## config.mk

```make
export PLATFORM = sky130hd
export DESIGN_NAME = swap
export DESIGN_NICKNAME = d
export VERILOG_FILES = /design/src/rtl/swap_pkg.sv /design/src/rtl/swap_core.sv /design/src/rtl/swap.sv
export SDC_FILE = /design/constraint.sdc
export NUM_CORES = 1
export LEC_CHECK = 0
export BUFFER_PORTS_ARGS = -buffer_cell sky130_fd_sc_hd__clkbuf_2
export CORE_AREA = 2 2 39 41
export CTS_CLUSTER_DIAMETER = 120
export DETAILED_ROUTE_END_ITERATION = 10
export DIE_AREA = 0 0 41 43
export PLACE_DENSITY = 0.75
export SLEW_MARGIN = 20
export SYNTH_ARGS = -nofsm -noshare
export SYNTH_HDL_FRONTEND = slang
export SYNTH_SLANG_ARGS = --single-unit
```

## constraint.sdc

```tcl
create_clock -name clk -period 2.6 [get_ports clk]
set_input_delay 0.26 -clock clk [delete_from_list [all_inputs] [get_ports clk]]
set_output_delay 0.26 -clock clk [all_outputs]
set_load 0.02 [all_outputs]
```

## src/rtl/swap_pkg.sv

```systemverilog
// Shared definitions for the swap block: permutation mode encodings.
package swap_pkg;

  localparam logic [1:0] MODE_NIBBLE = 2'b00;
  localparam logic [1:0] MODE_BITREV = 2'b01;
  localparam logic [1:0] MODE_PASS   = 2'b10;
  localparam logic [1:0] MODE_PAIR   = 2'b11;

endpackage : swap_pkg

```

## src/rtl/swap_core.sv

```systemverilog
// Combinational bit permutation. Pure wiring: no arithmetic and no carries.
// Every mode is self-inverse.
module swap_core
  import swap_pkg::*;
#(
  parameter int WIDTH = 8
) (
  input  logic [WIDTH-1:0] in,
  input  logic [1:0]       mode,
  output logic [WIDTH-1:0] out
);

  // Select one of four fixed bit permutations
  always_comb begin
    out = in;
    case (mode)
      MODE_NIBBLE: out = {in[WIDTH/2-1:0], in[WIDTH-1:WIDTH/2]};
      MODE_BITREV: begin
        for (int i = 0; i < WIDTH; i++) begin
          out[i] = in[WIDTH-1-i];
        end
      end
      MODE_PASS:   out = in;
      MODE_PAIR: begin
        for (int k = 0; k < WIDTH/2; k++) begin
          out[2*k]   = in[2*k+1];
          out[2*k+1] = in[2*k];
        end
      end
      default:     out = in;
    endcase
  end

endmodule : swap_core

```

## src/rtl/swap.sv

```systemverilog
// Swap top level: registers the permuted operand with one cycle of latency.
// Holds the last result while in_valid is low; out_valid flags fresh data.
module swap #(
  parameter int WIDTH = 8
) (
  input  logic             clk,
  input  logic             rst,
  input  logic [WIDTH-1:0] in,
  input  logic [1:0]       mode,
  input  logic             in_valid,
  output logic [WIDTH-1:0] out,
  output logic             out_valid
);

  logic [WIDTH-1:0] perm_p0;
  logic [WIDTH-1:0] data_p1;
  logic             vld_p1;

  swap_core #(.WIDTH(WIDTH)) u_core (
    .in   (in),
    .mode (mode),
    .out  (perm_p0)
  );

  // Stage p0 -> p1: capture the permutation when valid, otherwise hold
  always_ff @(posedge clk) begin
    if (rst) begin
      data_p1 <= '0;
      vld_p1  <= 1'b0;
    end else begin
      vld_p1 <= in_valid;
      if (in_valid) begin
        data_p1 <= perm_p0;
      end
    end
  end

  assign out       = data_p1;
  assign out_valid = vld_p1;

endmodule : swap

```

---- Word-level counts from Yosys, hierarchy flattened ----
Cells that the tools add are included.
word-level totals
  bits of input ports ..................... 13
  flip-flop bits (word level) ............. 9
  word-level logic and storage cells ...... 7
  output and inout port bits .............. 9
cells by class
  equal/unequal tests ..................... 3
  muxes and demuxes ....................... 1
  reductions and logical operators ........ 1
operator list
  operator                                                                count
  8-bit one-hot mux with 4 select lines                                   1
  2-bit equality test (second input constant)                             2
  2-bit by 1-bit equality test with 1-bit output (second input constant)  1
  2-bit zero test                                                         1

---- Depth between registers and ports, before layout ----
  word-level depth ........................ 2
  mapped depth ............................ 4

---- Cells and area by module ----
A second synthesis with hierarchy kept.
second synthesis, totals
  cells, all modules ...................... 38
  area, all modules ....................... 515.5 sq um
by module, submodules not included
  module     cells each  times used  area an instance (sq um)
  swap       28          1           312.8
  swap_core  10          1           202.7

---- Worst setup path after synthesis ----
Ideal clock, no wire load.
  path kind ............................... reg-to-reg
  start point ............................. reg out[2] (netlist name)
  end point ............................... reg data_p1[2] (netlist: out[2])
  setup time .............................. 79 ps
  stages on the path, launching flop included .. 3
  arrival time ............................ 939 ps
  slack ................................... 1,582 ps
  path through ............................ dfxtp_1 or3b_2 o221ai_2
RTL lines
  element                 RTL line    RTL
  end signal: assignment  swap.sv:33  data_p1 <= perm_p0;
  end: declaration        swap.sv:16  logic [WIDTH-1:0] data_p1;

---- Final worst setup path ----
  start point ............................. reg data_p1[4] (netlist: out[4])
  end point ............................... out out[4]
RTL lines
  element           RTL line    RTL
  end: declaration  swap.sv:11  output logic [WIDTH-1:0] out,
No word-level cell between the ends.

==> flow_summary_export.csv <==
group,metric,value,unit
setup_path,cp_cell_sequence,"clkbuf_2",
hold_path,hold_depth,2,
timing,min_period,1.02,ns
grt,grt_usage,14.9,%
setup_path,cp.depth,1,
routing,drt-initial-drc-count,4,
setup_path,worstPathRequired,2.34,ns
clock_network,cts_tree,"yes",
hold_path,hold_path_class,"input port to flop",
grt,antenna_found_initial,0,
final_layout,final_cell_mix,"clkbuf_2 (21), mux2i_1 (16), dfxtp_1 (9)",
place,place_ws,1.38,ns
setup_path,cp_top_family,"flip-flops",
timing,setup_ws,1.58,ns
timing,tns,0,ns
floorplanning,die_h,43,um
setup_path,worstRegToRegCells,2,
grt,overflow,0,
timing,maxSlewViolCount,0,
clock_network,h-tree-depth,1,
synth,syn-mean-instance-area,11.3,sq um
timing,finalHoldViolations,0,
place,hpwl,870,um
synth,syn_inst,49,
timing,setup_viol_count_final,0,
clock_network,clk_pin_slew,0.06,ns
setup_path,crit_path_top_delay_cell,"dfxtp_1",
grt,grt_pass1_vias,386,
clock_network,cts.repair.resized,0,
setup_path,crit_buf_inv,1,
clock_network,clock_latency,0.26,ns
power,p_sw_share,28.7,%
routing,routed_wirelength,1150,um
routing,drc,0,
routing,via_per_inst,5.49,
timing,rsz0062_at_grt,"no",
synth,syn_nets,62,
routing,drt-pass1-iter-count,4,
clock_network,cts_hold_buffers,0,
setup_path,crit_path_end_kind,"output pin",
power,internal-power,0.243,mW
place,port-buffer-count,21,
routing,via_count,467,
final_layout,syn_to_final_growth,20.4,%
clock_network,cts_buffer_depth,2,
setup_path,cp_max_fo,2,
synth,ys_warn_count,0,
power,power_frac_clock,31.3,%
power,p_per_area,513,nW/um^2
timing,slew_headroom,68.6,%
final_layout,layout.nets,83,
clock_network,clockRootBuffer,"clkbuf_4",
final_layout,multi_input_area,333,sq um
routing,wl_per_cell,13.5,um
final_layout,mostFrequentLayoutCell,"clkbuf_2",
setup_path,cp-start-kind,"flop",
grt,grt_pass1_wl,1690,um
power,p_leak,0.321,nW
routing,antenna_left,0,
final_layout,num_antenna_cells,0,
setup_path,cp_data_arrival_time,0.76,ns
power,max-vdd-ir-drop,0.300,mV
final_layout,fillers,142,
power,seq_power_share,45.0,%
floorplanning,core.rowCount,14,
floorplanning,core,1380,sq um
flow_run,drv_cap,0,
final_layout,final-seq-area,180,sq um
timing,post-route-period-util,39.3,%
clock_network,cts_sinks,9,
timing,fmax,0.978,GHz
final_layout,fin_util,48.0,%
synth,ys_seq_area_share,32.7,%
synth,ys_ff_latch,9,
place,place.gp.congestion,0.767,
floorplanning,die_x,41,um
status,outcome,"completed",
floorplanning,io_pins,22,
synth,netlist_area,552,sq um
final_layout,drive_gt1_share,49.3,%
clock_network,post_cts_buffers,0,
floorplanning,start_util,39.9,%
floorplanning,dieArea,1760,sq um
power,combPwrFrac,23.7,%
synth,ys_types,12,
grt,grt_max_degree,17,
clock_network,cts_buffers,3,
setup_path,critical-path-max-stage-delay,0.33,ns
setup_path,critPathKind,"flop to output pin",
timing,finalClockSkew,0,ns
timing,worstMarginPinSlew,0.471,ns
power,switchingPower,0.0978,mW
[metal layers]
metal | wire, um | global-route usage, % | part of all wire, % | vias to the layer above
met1 | 533 | 22.5 | 47 | 210
met2 | 485 | 16.3 | 42 | 18
met5 | 0 | 0 | 0 | -
met4 | 53 | 16.0 | 4.6 | 0
met3 | 73 | 1.57 | 6.4 | 4
li1 | - | - | - | 235
[synthesized netlist by cell type]
library cell	count	area (sq um)
o221ai_1	7	61.3
buf_4	1	7.51
o221ai_2	1	15.0
nand3b_2	1	11.3
buf_6	2	22.5
nor2b_1	1	6.26
or3b_1	1	8.76
dfxtp_1	9	180
or3b_2	8	70.1
clkbuf_2	1	5.00
clkbuf_1	1	3.75
mux2i_1	16	160
[flip-flops by register name, indices dropped and copies added (netlist names)]
| register | cells |
|---|---|
| out | 8 |
| out_valid | 1 |
[path summary, 6_finish.rpt]
path	end	start	slack, ns
min	out_valid$_SDFF_PP0_	rst	0.27
max reg2reg	out[3]$_SDFFE_PP0P_	out[3]$_SDFFE_PP0P_	1.66
max	out[4]	out[4]$_SDFFE_PP0P_	1.58
min reg2reg	out[2]$_SDFFE_PP0P_	out[2]$_SDFFE_PP0P_	0.62
[area by class of cell]
class | count | area share [%]
tap | 16 | 3.01
clock buffer | 4 | 3.95
timing repair buffer | 21 | 15.8
multi-input combinational | 35 | 50.1
sequential | 9 | 27.1
[kinds of logic after synthesis]
kind of cell / after synthesis / share of synthesized area (%)
buf+inv: 5 / 7.03
mux: 16 / 29.0
simple gates: 11 / 17.5
flops: 9 / 32.7
compound gates: 8 / 13.8
[power groups by stage]
stage / combinational, mW / sequential (mW) / clock, mW
5_1_grt: 0.0871 / 0.155 / 0.115
4_1_cts: 0.0811 / 0.153 / 0.110
2_1_floorplan: 0.0424 / 0.169 / 0
3_3_place_gp: 0.0796 / 0.157 / 0
6_report: 0.0808 / 0.153 / 0.107
3_5_place_dp: 0.0807 / 0.156 / 0
[metrics by stage]
step                      hold WS [ns]  cell area (sq um)  cells  total power, mW
after global placement           0.535                638     81            0.236
after global routing             0.304                664     85            0.357
after detailed placement         0.540                638     81            0.237
after CTS                        0.263                664     85            0.344
after floorplan                  0.458                552     49            0.211
final                            0.273                664     85            0.341
No activity file was read; power rests on OpenSTA's default activity.
